### src/rtl/fsm_pkg.sv
// Shared definitions for the count-ones pulse transmitter: state encoding,
// default group length and a width helper for the in-group pulse index.
package fsm_pkg;

    typedef enum logic [1:0] {
        S_IDLE = 2'd0,
        S_ONE  = 2'd1,
        S_GAP  = 2'd2,
        S_DONE = 2'd3
    } state_e;

    localparam int DEFAULT_GROUP_LEN = 4;

    // A group length of 1 still needs a 1-bit index so the wrap compare stays legal.
    function automatic int idx_width(input int n);
        return (n > 1) ? $clog2(n) : 1;
    endfunction

endpackage

### src/rtl/pulse_gap_timer.sv
// Loadable down-counter that times the zero gap between consecutive ones.
// expire is high on the final cycle of the loaded gap.
module pulse_gap_timer #(
    parameter int GAP_W = 4
) (
    input  logic             clk,
    input  logic             rst,
    input  logic             load,
    input  logic [GAP_W-1:0] load_val,
    input  logic             en,
    output logic             expire
);

    logic [GAP_W-1:0] cnt_q;
    logic [GAP_W-1:0] cnt_d;

    always_comb begin
        cnt_d = cnt_q;
        if (load) begin
            cnt_d = load_val;
        end else if (en && (cnt_q != '0)) begin
            cnt_d = cnt_q - 1'b1;
        end
    end

    always_ff @(posedge clk) begin
        if (rst) begin
            cnt_q <= '0;
        end else begin
            cnt_q <= cnt_d;
        end
    end

    assign expire = (cnt_q <= GAP_W'(1));

endmodule

### src/rtl/fsm_pulse_tx.sv
// Transmit end of the count-ones link: expands a burst request into groups of
// GROUP_LEN single-cycle ones separated by programmable zero gaps.
module fsm_pulse_tx
    import fsm_pkg::*;
#(
    parameter int GROUP_LEN = DEFAULT_GROUP_LEN,
    parameter int CNT_W     = 8,
    parameter int GAP_W     = 4
) (
    input  logic             clk,
    input  logic             rst,
    input  logic             req_valid,
    output logic             req_ready,
    input  logic [CNT_W-1:0] req_groups,
    input  logic [GAP_W-1:0] req_gap,
    output logic             data,
    output logic             grp_end,
    output logic             busy,
    output logic             done
);

    localparam int IDX_W = idx_width(GROUP_LEN);
    localparam logic [IDX_W-1:0] LAST_IDX = IDX_W'(GROUP_LEN - 1);

    state_e           state_q, state_d;
    logic [IDX_W-1:0] idx_q, idx_d;
    logic [CNT_W-1:0] grp_q, grp_d;
    logic [GAP_W-1:0] gap_q, gap_d;
    logic             data_q, data_d;
    logic             grp_end_q, grp_end_d;
    logic             done_q, done_d;
    logic             timer_load;
    logic             gap_expire;
    logic             group_last;

    assign group_last = (idx_q == LAST_IDX);

    pulse_gap_timer #(
        .GAP_W (GAP_W)
    ) u_gap_timer (
        .clk      (clk),
        .rst      (rst),
        .load     (timer_load),
        .load_val (gap_q),
        .en       (state_q == S_GAP),
        .expire   (gap_expire)
    );

    // idx tracks the in-group index of the pulse currently (or next) on the line,
    // so grp_end can be registered alongside data from the same next-state view.
    always_comb begin
        state_d    = state_q;
        idx_d      = idx_q;
        grp_d      = grp_q;
        gap_d      = gap_q;
        timer_load = 1'b0;
        unique case (state_q)
            S_IDLE: begin
                if (req_valid) begin
                    grp_d   = req_groups;
                    gap_d   = req_gap;
                    idx_d   = '0;
                    state_d = (req_groups != '0) ? S_ONE : S_DONE;
                end
            end
            S_ONE: begin
                idx_d = group_last ? '0 : idx_q + 1'b1;
                if (group_last) begin
                    grp_d = grp_q - 1'b1;
                end
                if (group_last && (grp_q == CNT_W'(1))) begin
                    state_d = S_DONE;
                end else if (gap_q != '0) begin
                    state_d    = S_GAP;
                    timer_load = 1'b1;
                end else begin
                    state_d = S_ONE;
                end
            end
            S_GAP: begin
                if (gap_expire) begin
                    state_d = S_ONE;
                end
            end
            S_DONE: begin
                state_d = S_IDLE;
            end
            default: begin
                state_d = S_IDLE;
            end
        endcase
        data_d    = (state_d == S_ONE);
        grp_end_d = (state_d == S_ONE) && (idx_d == LAST_IDX);
        done_d    = (state_d == S_DONE);
    end

    always_ff @(posedge clk) begin
        if (rst) begin
            state_q   <= S_IDLE;
            idx_q     <= '0;
            grp_q     <= '0;
            gap_q     <= '0;
            data_q    <= 1'b0;
            grp_end_q <= 1'b0;
            done_q    <= 1'b0;
        end else begin
            state_q   <= state_d;
            idx_q     <= idx_d;
            grp_q     <= grp_d;
            gap_q     <= gap_d;
            data_q    <= data_d;
            grp_end_q <= grp_end_d;
            done_q    <= done_d;
        end
    end

    assign data      = data_q;
    assign grp_end   = grp_end_q;
    assign done      = done_q;
    assign busy      = (state_q == S_ONE) || (state_q == S_GAP);
    assign req_ready = (state_q == S_IDLE);

endmodule

### config.mk
export PLATFORM = sky130hd
export DESIGN_NAME = fsm_pulse_tx
export DESIGN_NICKNAME = d
export VERILOG_FILES = /design/src/rtl/fsm_pkg.sv /design/src/rtl/pulse_gap_timer.sv /design/src/rtl/fsm_pulse_tx.sv
export SDC_FILE = /design/constraint.sdc
export NUM_CORES = 1
export LEC_CHECK = 0
export CORE_MARGIN = 10
export CORE_UTILIZATION = 50
export CTS_CLUSTER_DIAMETER = 120
export DETAILED_ROUTE_END_ITERATION = 8
export GPL_ROUTABILITY_DRIVEN = 0
export PLACE_DENSITY = 0.82
export SLEW_MARGIN = 20
export SYNTH_ARGS = -nofsm -noshare
export SYNTH_HDL_FRONTEND = slang
export SYNTH_SLANG_ARGS = --single-unit
### constraint.sdc
create_clock -name clk -period 2.3 [get_ports clk]
set_input_delay 0.46 -clock clk [delete_from_list [all_inputs] [get_ports clk]]
set_output_delay 0.46 -clock clk [all_outputs]
set_load 0.05 [all_outputs]
# After elaboration in Yosys (flattened, before gate mapping)
# Cells that the tools add are included.
# Widths: inputs -> output; s select.
# word_totals
regBits	23
in_bits	15
# classes
reduce_logical	12
n_lt_le_gt_ge	1
addsub	3
n_eq_ne	10
n_mux	17
# op_table
op	count
$mux 8	2
$pmux 8 s2	1
$mux 2	7
$eq 2x2->1 const B	5
$eq 8x1->1 const B	1
$mux 4	2
$pmux 2 s4	1
$reduce_bool 4->1	2
$reduce_bool 8->1	1
$sub 8x1->8 const B	1
$eq 2x1->1 const B	2
$le 4x1->1 const B	1
$ne 2x2->1 const B	2
$pmux 2 s2	1
$reduce_bool 2->1	2
$sub 4x1->4 const B	1
$logic_and 1x1->1	3
$mux 1	3
$reduce_and 3->1	1
$add 2x1->2 const B	1
$logic_not 2->1	1
$reduce_and 2->1	1
$logic_or 1x1->1	1

# Depth between registers and ports, before layout
# Gate-level depths: netlist (run 1).
# logic_depth
depth_word	6
mapped_depth	7
ltp_nobuf	6

# Cells and area by module
# A second synthesis (run 1) with hierarchy kept.
# unflattened
cells_unflattened	169
hier_area_um2	1368.8
# by_module_without_submodules
module	cells_per_inst	area_per_inst_um2	instances
fsm_pulse_tx	136	1087.3	1
pulse_gap_timer	33	281.5	1

# Worst setup path before layout (run 1)
# Ideal clock, no wire load.
# synth_timing
kind	reg-to-reg
start	register state_q[0]
end	register grp_q[3]
path_stages_with_launch	8
synth_period_minus_slack_ns	1.960
t_required_ns	2.214
arrival_ns	1.875
setup_slack_ns	0.340
cell_sequence	dfxtp_1 inv_1 ha_1 nor2b_1 nor3_1 buf_2 a21oi_1 a211oi_1
# synth_between
elab_chain_len	3
word_cells_on_any_way	7
# synth_lines
element	line	source
start: declaration	fsm_pulse_tx.sv:25	state_e state_q, state_d;
start signal: assignment	fsm_pulse_tx.sv:107	state_q <= state_d;
$logic_not 2->1 (*)	n/a	
via req_ready	fsm_pulse_tx.sv:13	output logic req_ready,
$ne 2x2->1 (no source line) / $reduce_bool 2->1 (equally long branches)	n/a	
$reduce_and 3->1 (no source line)	n/a	
end signal: assignment	fsm_pulse_tx.sv:109	grp_q <= grp_d;
end: declaration	fsm_pulse_tx.sv:27	logic [CNT_W-1:0] grp_q, grp_d;
# Mark *: on every way through the listed nets, which the timed path passes. The rest lies on a longest branch.
# A chain may end at the register's enable or synchronous reset.

# Final worst setup path (run 1)
# layout_timing
start	register state_q[0]
end	output port req_ready
# layout_between
elab_chain_len	1
# layout_lines
element	line	source
$logic_not 2->1	fsm_pulse_tx.sv:121	assign req_ready = (state_q == S_IDLE);
end: declaration	fsm_pulse_tx.sv:13	
# Every way passes these cells.

==> metrics.cfg, run 1 <==
[pwr]
p_comb_frac = 0.599
switching_share = 0.474
power.sequential.fraction = 0.312
p_leak_nw = 0.610
powerDensity_nw_per_um2 = 1280
pwr-share-clk = 0.089
p_total_w = 0.00211
irDropWorstVdd_uv = 1080
p_switching_w = 0.00100
cell_internal_pwr_w = 0.00111

[placement]
port_buffers = 19
place_ws_ps = 372
placed_cell_area_um2 = 1620
dp_hpwl_um = 2620

[routing]
first_iter_violations = 109
viasPerCell = 6.08
drc = 0
wirelength_um = 3380
wl_per_cell_um = 15.4
ant_nets = 0
drt-pass1-iter-count = 4
num_vias = 1337

[critical_path]
reg2regPathDepth = 6
critPathLaunchType = flip-flop
required_ps = 1840
max_stage_delay_ps = 420
worstPathCellList = inv_1, ha_1, buf_4, buf_12
cp.arrival_ps = 1570
crit_slowest_cell = ha_1
r2r_end = data$_SDFF_PP0_
path_class = flip-flop to primary output
reg2reg_slack_ps = 420
r2r_start = state_q[0]$_SDFF_PP0_
worstPathMaxFanout = 11
endpoint_kind = primary output

[finish]
areaGrowthSynthToFinish_pct = 19.7
fin_nets = 215
drive_above_1_share = 0.100
fin_area_um2 = 1650
antenna_cells = 0
final_core_util = 0.647

[die]
core_um2 = 2540
top_level_ports = 20
rows = 18
die_y_um = 72.4
dieArea_um2 = 5250
die_w_um = 72.4
initial_core_util = 0.540

[sta]
min_period_ps = 2030
fmax_mhz = 493
maxSlewHeadroom = 0.655
worst_slack_ps = 272
setup_tns_ps = 0
worstMarginPinSlew_ps = 517
fin_worst_skew_ps = 7.74
finalSetupViolCount = 0
final.period_utilization = 0.882
slew_violations = 0
hold_violations = 0
rsz0062_at_grt = no

[grt]
antenna_found_initial = 0
grt_first_pass_wirelength_um = 5710
grt_pass1_vias = 1294
grt_usage = 0.128
grt_max_degree = 20
grt-ovfl-total = 0

[synthesis]
synth_cells = 169
synth-seq-cells = 23
synth_cell_types = 41
netlist_area_um2 = 1380
synth-edff-count = 0
yosysSeqAreaShare = 0.335
syn_nets = 193
synth_area_per_cell_um2 = 8.14
yosysWarnings = 0
async_flop_share = 0
synth_ff_type = dfxtp_1

[cts]
h-tree-depth = 1
ctsLongestPathBuffers = 2
cts_sinks = 23
cts_root_buf = clkbuf_4
ctsResizeCount = 0
cts_setup_buffers = 0
cts_hold_buf = 0
cts_made_buffers = 3
insertion_delay_ps = 320
cts_tree = built
clk_pin_slew_ps = 120

[job]
max-cap-violations = 0

[hold_path]
hold_start = idx_q[1]$_SDFF_PP0_
hold_path_class = flip-flop to flip-flop
min_to = idx_q[1]$_SDFF_PP0_
hold_depth = 2

[run_status]
status = finished, final reports clean

[cell type report]
type,count,area [um2]
Fill cell,226,900
Multi-Input combinational cell,130,851
Sequential cell,23,460
Timing Repair Buffer,24,235
Tap cell,30,37.5
Inverter,9,33.8
Clock buffer,3,22.5
Clock inverter,1,5.00
[state kept, by name, indices dropped and copies added, names as in the netlist]
signal             cells
idx_q                  2
gap_q                  4
done                   1
state_q                2
grp_q                  8
data                   1
grp_end                1
u_gap_timer.cnt_q      4
[metrics by stage]
stage                     cells  hold slack (ps)
after CTS                   220              484
after detailed placement    216              465
after global routing        220              530
after global placement      216              458
after floorplan             169              449
final                       220              487
[cell families after synthesis]
logic type	synth area share
buffers and inverters	0.0464
XOR/XNOR	0.0127
AO/OA/AOI/OAI	0.261
multiplexers	0.00728
adder cells (fa/ha/maj)	0.0819
AND/OR/NAND/NOR	0.256
flip-flops	0.335
[synthesized netlist by cell type, types with 4 or more instances]
master | count | share of area
ha_1 | 9 | 0.082
nand2_1 | 14 | 0.038
a211oi_1 | 7 | 0.038
o21ai_0 | 9 | 0.033
a21oi_1 | 17 | 0.062
nand3_1 | 9 | 0.033
nor2_1 | 12 | 0.033
inv_1 | 9 | 0.025
dfxtp_1 | 23 | 0.33
o31ai_1 | 4 | 0.022
nor3_1 | 7 | 0.025
nor2b_1 | 5 | 0.023
[layer usage]
metal,up-vias,part of all wire,track usage
met5,-,0,0
met3,4,0.069,0.0449
met1,619,0.45,0.156
li1,665,-,-
met2,49,0.47,0.211
met4,0,0.0050,0.0316
[power groups by stage]
stage	Sequential, W	Clock [W]	Combinational, W
after floorplan	0.000664	0	0.000908
after global placement	0.000655	0	0.00120
after detailed placement	0.000660	0	0.00126
after CTS	0.000653	0.000197	0.00126
after global routing	0.000675	0.000216	0.00140
final	0.000658	0.000188	0.00126
[cell usage in the layout, fill, tap and decap left out, types with 3 or more instances in the layout]
master           count
a211oi_1             7
a21oi_1             17
buf_4                6
clkbuf_4             3
clkdlybuf4s50_1     17
dfxtp_1             23
ha_1                 9
inv_1                9
nand2_1             14
nand3_1              9
nor2_1              12
nor2b_1              5
nor3_1               7
o21ai_0              9
o31ai_1              4
o32ai_1              3
[worst max path at each step]
stage	start	to	slack [ps]	cells after the start
finish	state_q[0]$_SDFF_PP0_	req_ready	270	4
global route	state_q[0]$_SDFF_PP0_	req_ready	160	4
CTS	state_q[0]$_SDFF_PP0_	req_ready	270	4
detailed placement	req_valid	data$_SDFF_PP0_	370	5
global placement	req_valid	grp_q[4]$_SDFFE_PP0P_	440	5
floorplan	state_q[0]$_SDFF_PP0_	grp_q[3]$_SDFFE_PP0P_	340	7
[critical path: cells and delay by family, from the launching register on]
family                   cells  cell delay [ps]
adder cells (fa/ha/maj)      1              420
buffers and inverters        3              470
flip-flops                   1              370
No activity file was read; power rests on OpenSTA's default activity.
==> run 2: changes to the inputs <==
--- a/config.mk
+++ b/config.mk
@@ -9,8 +9,9 @@
 export CORE_UTILIZATION = 50
 export CTS_CLUSTER_DIAMETER = 120
 export DETAILED_ROUTE_END_ITERATION = 8
+export DONT_BUFFER_PORTS = 1
 export GPL_ROUTABILITY_DRIVEN = 0
-export PLACE_DENSITY = 0.82
+export PLACE_DENSITY = 0.73
 export SLEW_MARGIN = 20
 export SYNTH_ARGS = -nofsm -noshare
 export SYNTH_HDL_FRONTEND = slang
==> metrics.cfg, run 2 (same netlist as run 1, synthesis figures left out) <==
[cts]
h-tree-depth = 1  ; unchanged
cts_setup_buffers = 0  ; unchanged
ctsLongestPathBuffers = 2  ; unchanged
clk_pin_slew_ps = 130  ; about the same
insertion_delay_ps = 320  ; about the same
cts_made_buffers = 3  ; unchanged
cts_root_buf = clkbuf_4
cts_hold_buf = 0  ; unchanged
ctsResizeCount = 0  ; unchanged
cts_tree = built
cts_sinks = 23  ; unchanged

[routing]
viasPerCell = 6.44  ; +6.0%
wl_per_cell_um = 15.7  ; +2.2%
first_iter_violations = 65  ; -40%
num_vias = 1282  ; -4.1%
wirelength_um = 3130  ; -7.6%
drt-pass1-iter-count = 4  ; unchanged
drc = 0  ; unchanged
ant_nets = 0  ; unchanged

[sta]
fin_worst_hold_slack_ps = 184  ; -303 ps
finalSetupViolCount = 0  ; unchanged
min_period_ps = 1860  ; -164 ps
rsz0062_at_grt = no
setup_tns_ps = 0  ; unchanged
final.period_utilization = 0.810  ; -0.0714
worstMarginPinSlew_ps = 494  ; -22.2 ps
fin_worst_skew_ps = 3.45  ; -4.30 ps
fmax_mhz = 537  ; +8.8%
hold_violations = 0  ; unchanged
maxSlewHeadroom = 0.670  ; +0.0154
slew_violations = 0  ; unchanged

[finish]
final_cell_mix = dfxtp_1 (23), a21oi_1 (17), nand2_1 (14)
fin_nets = 194  ; -9.8%
drive_above_1_share = 0.0888  ; -0.0112
instances_no_fill = 199  ; -9.5%
fin_area_um2 = 1430  ; -13%
reg_top3 = grp_q (8), gap_q (4), u_gap_timer.cnt_q (4)
final_core_util = 0.563  ; -0.0836
antenna_cells = 0  ; unchanged
max_flop_register = grp_q
areaGrowthSynthToFinish_pct = 4.19
final_common_cell = dfxtp_1
largest_reg_flops = 8  ; unchanged

[hold_path]
hold_start = rst
min_to = gap_q[3]$_SDFFE_PP0P_
hold_path_class = input port to flip-flop
hold_depth = 1  ; -1

[die]
dieArea_um2 = 5250  ; unchanged
rows = 18  ; unchanged
initial_core_util = 0.540  ; unchanged
die_y_um = 72.4  ; unchanged
core_um2 = 2540  ; unchanged
top_level_ports = 20  ; unchanged
die_w_um = 72.4  ; unchanged

[job]
max-cap-violations = 0  ; unchanged

[placement]
dp_hpwl_um = 2360  ; -10%
placed_cell_area_um2 = 1410  ; -13%
placedCellCount = 195  ; -9.7%
port_buffers = 0  ; -19

[grt]
grt_max_degree = 22  ; +10%
antenna_found_initial = 0  ; unchanged
grt_first_pass_wirelength_um = 5340  ; -6.4%
grt_pass1_vias = 1188  ; -8.2%
grt_usage = 0.120  ; -0.00836
grt-ovfl-total = 0  ; unchanged

[run_status]
status = finished, final reports clean

[critical_path]
required_ps = 2550  ; +710 ps
r2r_start = grp_q[0]$_SDFFE_PP0P_
worstPathMaxFanout = 6  ; -5
path_class = flip-flop to flip-flop
critPathLaunchType = flip-flop
endpoint_kind = flip-flop
reg2reg_slack_ps = 440  ; +20 ps
cp.arrival_ps = 2110  ; +540 ps
reg2regPathDepth = 5  ; -1
r2r_end = grp_end$_SDFF_PP0_
max_stage_delay_ps = 570  ; +150 ps
worstPathCellList = ha_1, or4bb_4, o21ai_1, a22oi_1, nor4b_2
crit_slowest_cell = or4bb_4

[pwr]
irDropWorstVdd_uv = 735  ; -32%
powerDensity_nw_per_um2 = 1390  ; +8.1%
p_leak_nw = 0.520  ; -15%

run 2: critical path: cells and delay by family, from the launching register on:
| family | cells | cell delay (ps) |
|---|---|---|
| DFF | 1 | 440 |
| and+or+nand+nor | 2 | 870 |
| adders and majority gates | 1 | 170 |
| AOI/OAI and AO/OA | 2 | 310 |
run 2: area by class of cell:
cell class	count	area (um2)
Tap cell	30	37.5
Multi-Input combinational cell	130	851
Clock buffer	3	22.5
Fill cell	243	1110
Sequential cell	23	460
Inverter	9	33.8
Timing Repair Buffer	3	22.5
Clock inverter	1	5.00
run 2: worst max-delay path by stage:
stage	from	to	slack (ps)	depth (start not counted)
finish	grp_q[0]$_SDFFE_PP0P_	grp_end$_SDFF_PP0_	440	5
global placement	grp_q[0]$_SDFFE_PP0P_	grp_end$_SDFF_PP0_	510	5
global route	state_q[1]$_SDFF_PP0_	grp_end$_SDFF_PP0_	220	6
floorplan	state_q[0]$_SDFF_PP0_	grp_q[3]$_SDFFE_PP0P_	340	7
CTS	grp_q[0]$_SDFFE_PP0P_	grp_end$_SDFF_PP0_	440	5
detailed placement	grp_q[0]$_SDFFE_PP0P_	grp_end$_SDFF_PP0_	470	5
run 2: where the power goes:
| part | switching (W) | internal [W] |
|---|---|---|
| sequential | 0.000172 | 0.000522 |
| clock | 0.000128 | 0.0000653 |
| combinational | 0.000661 | 0.000437 |
run 2: metrics by stage:
step           setup slack, ps  total power (W)
6_report                   436          0.00199
5_1_grt                    217          0.00216
4_1_cts                    440          0.00198
3_5_place_dp               473          0.00179
3_3_place_gp               508          0.00175
2_1_floorplan              340          0.00157
run 2: per-layer routing:
layer	part of all wire	vias to the layer above	track usage
met4	0.015	0	0.0443
met3	0.054	5	0.0286
li1	-	623	-
met1	0.44	620	0.142
met5	0	-	0
met2	0.49	34	0.205
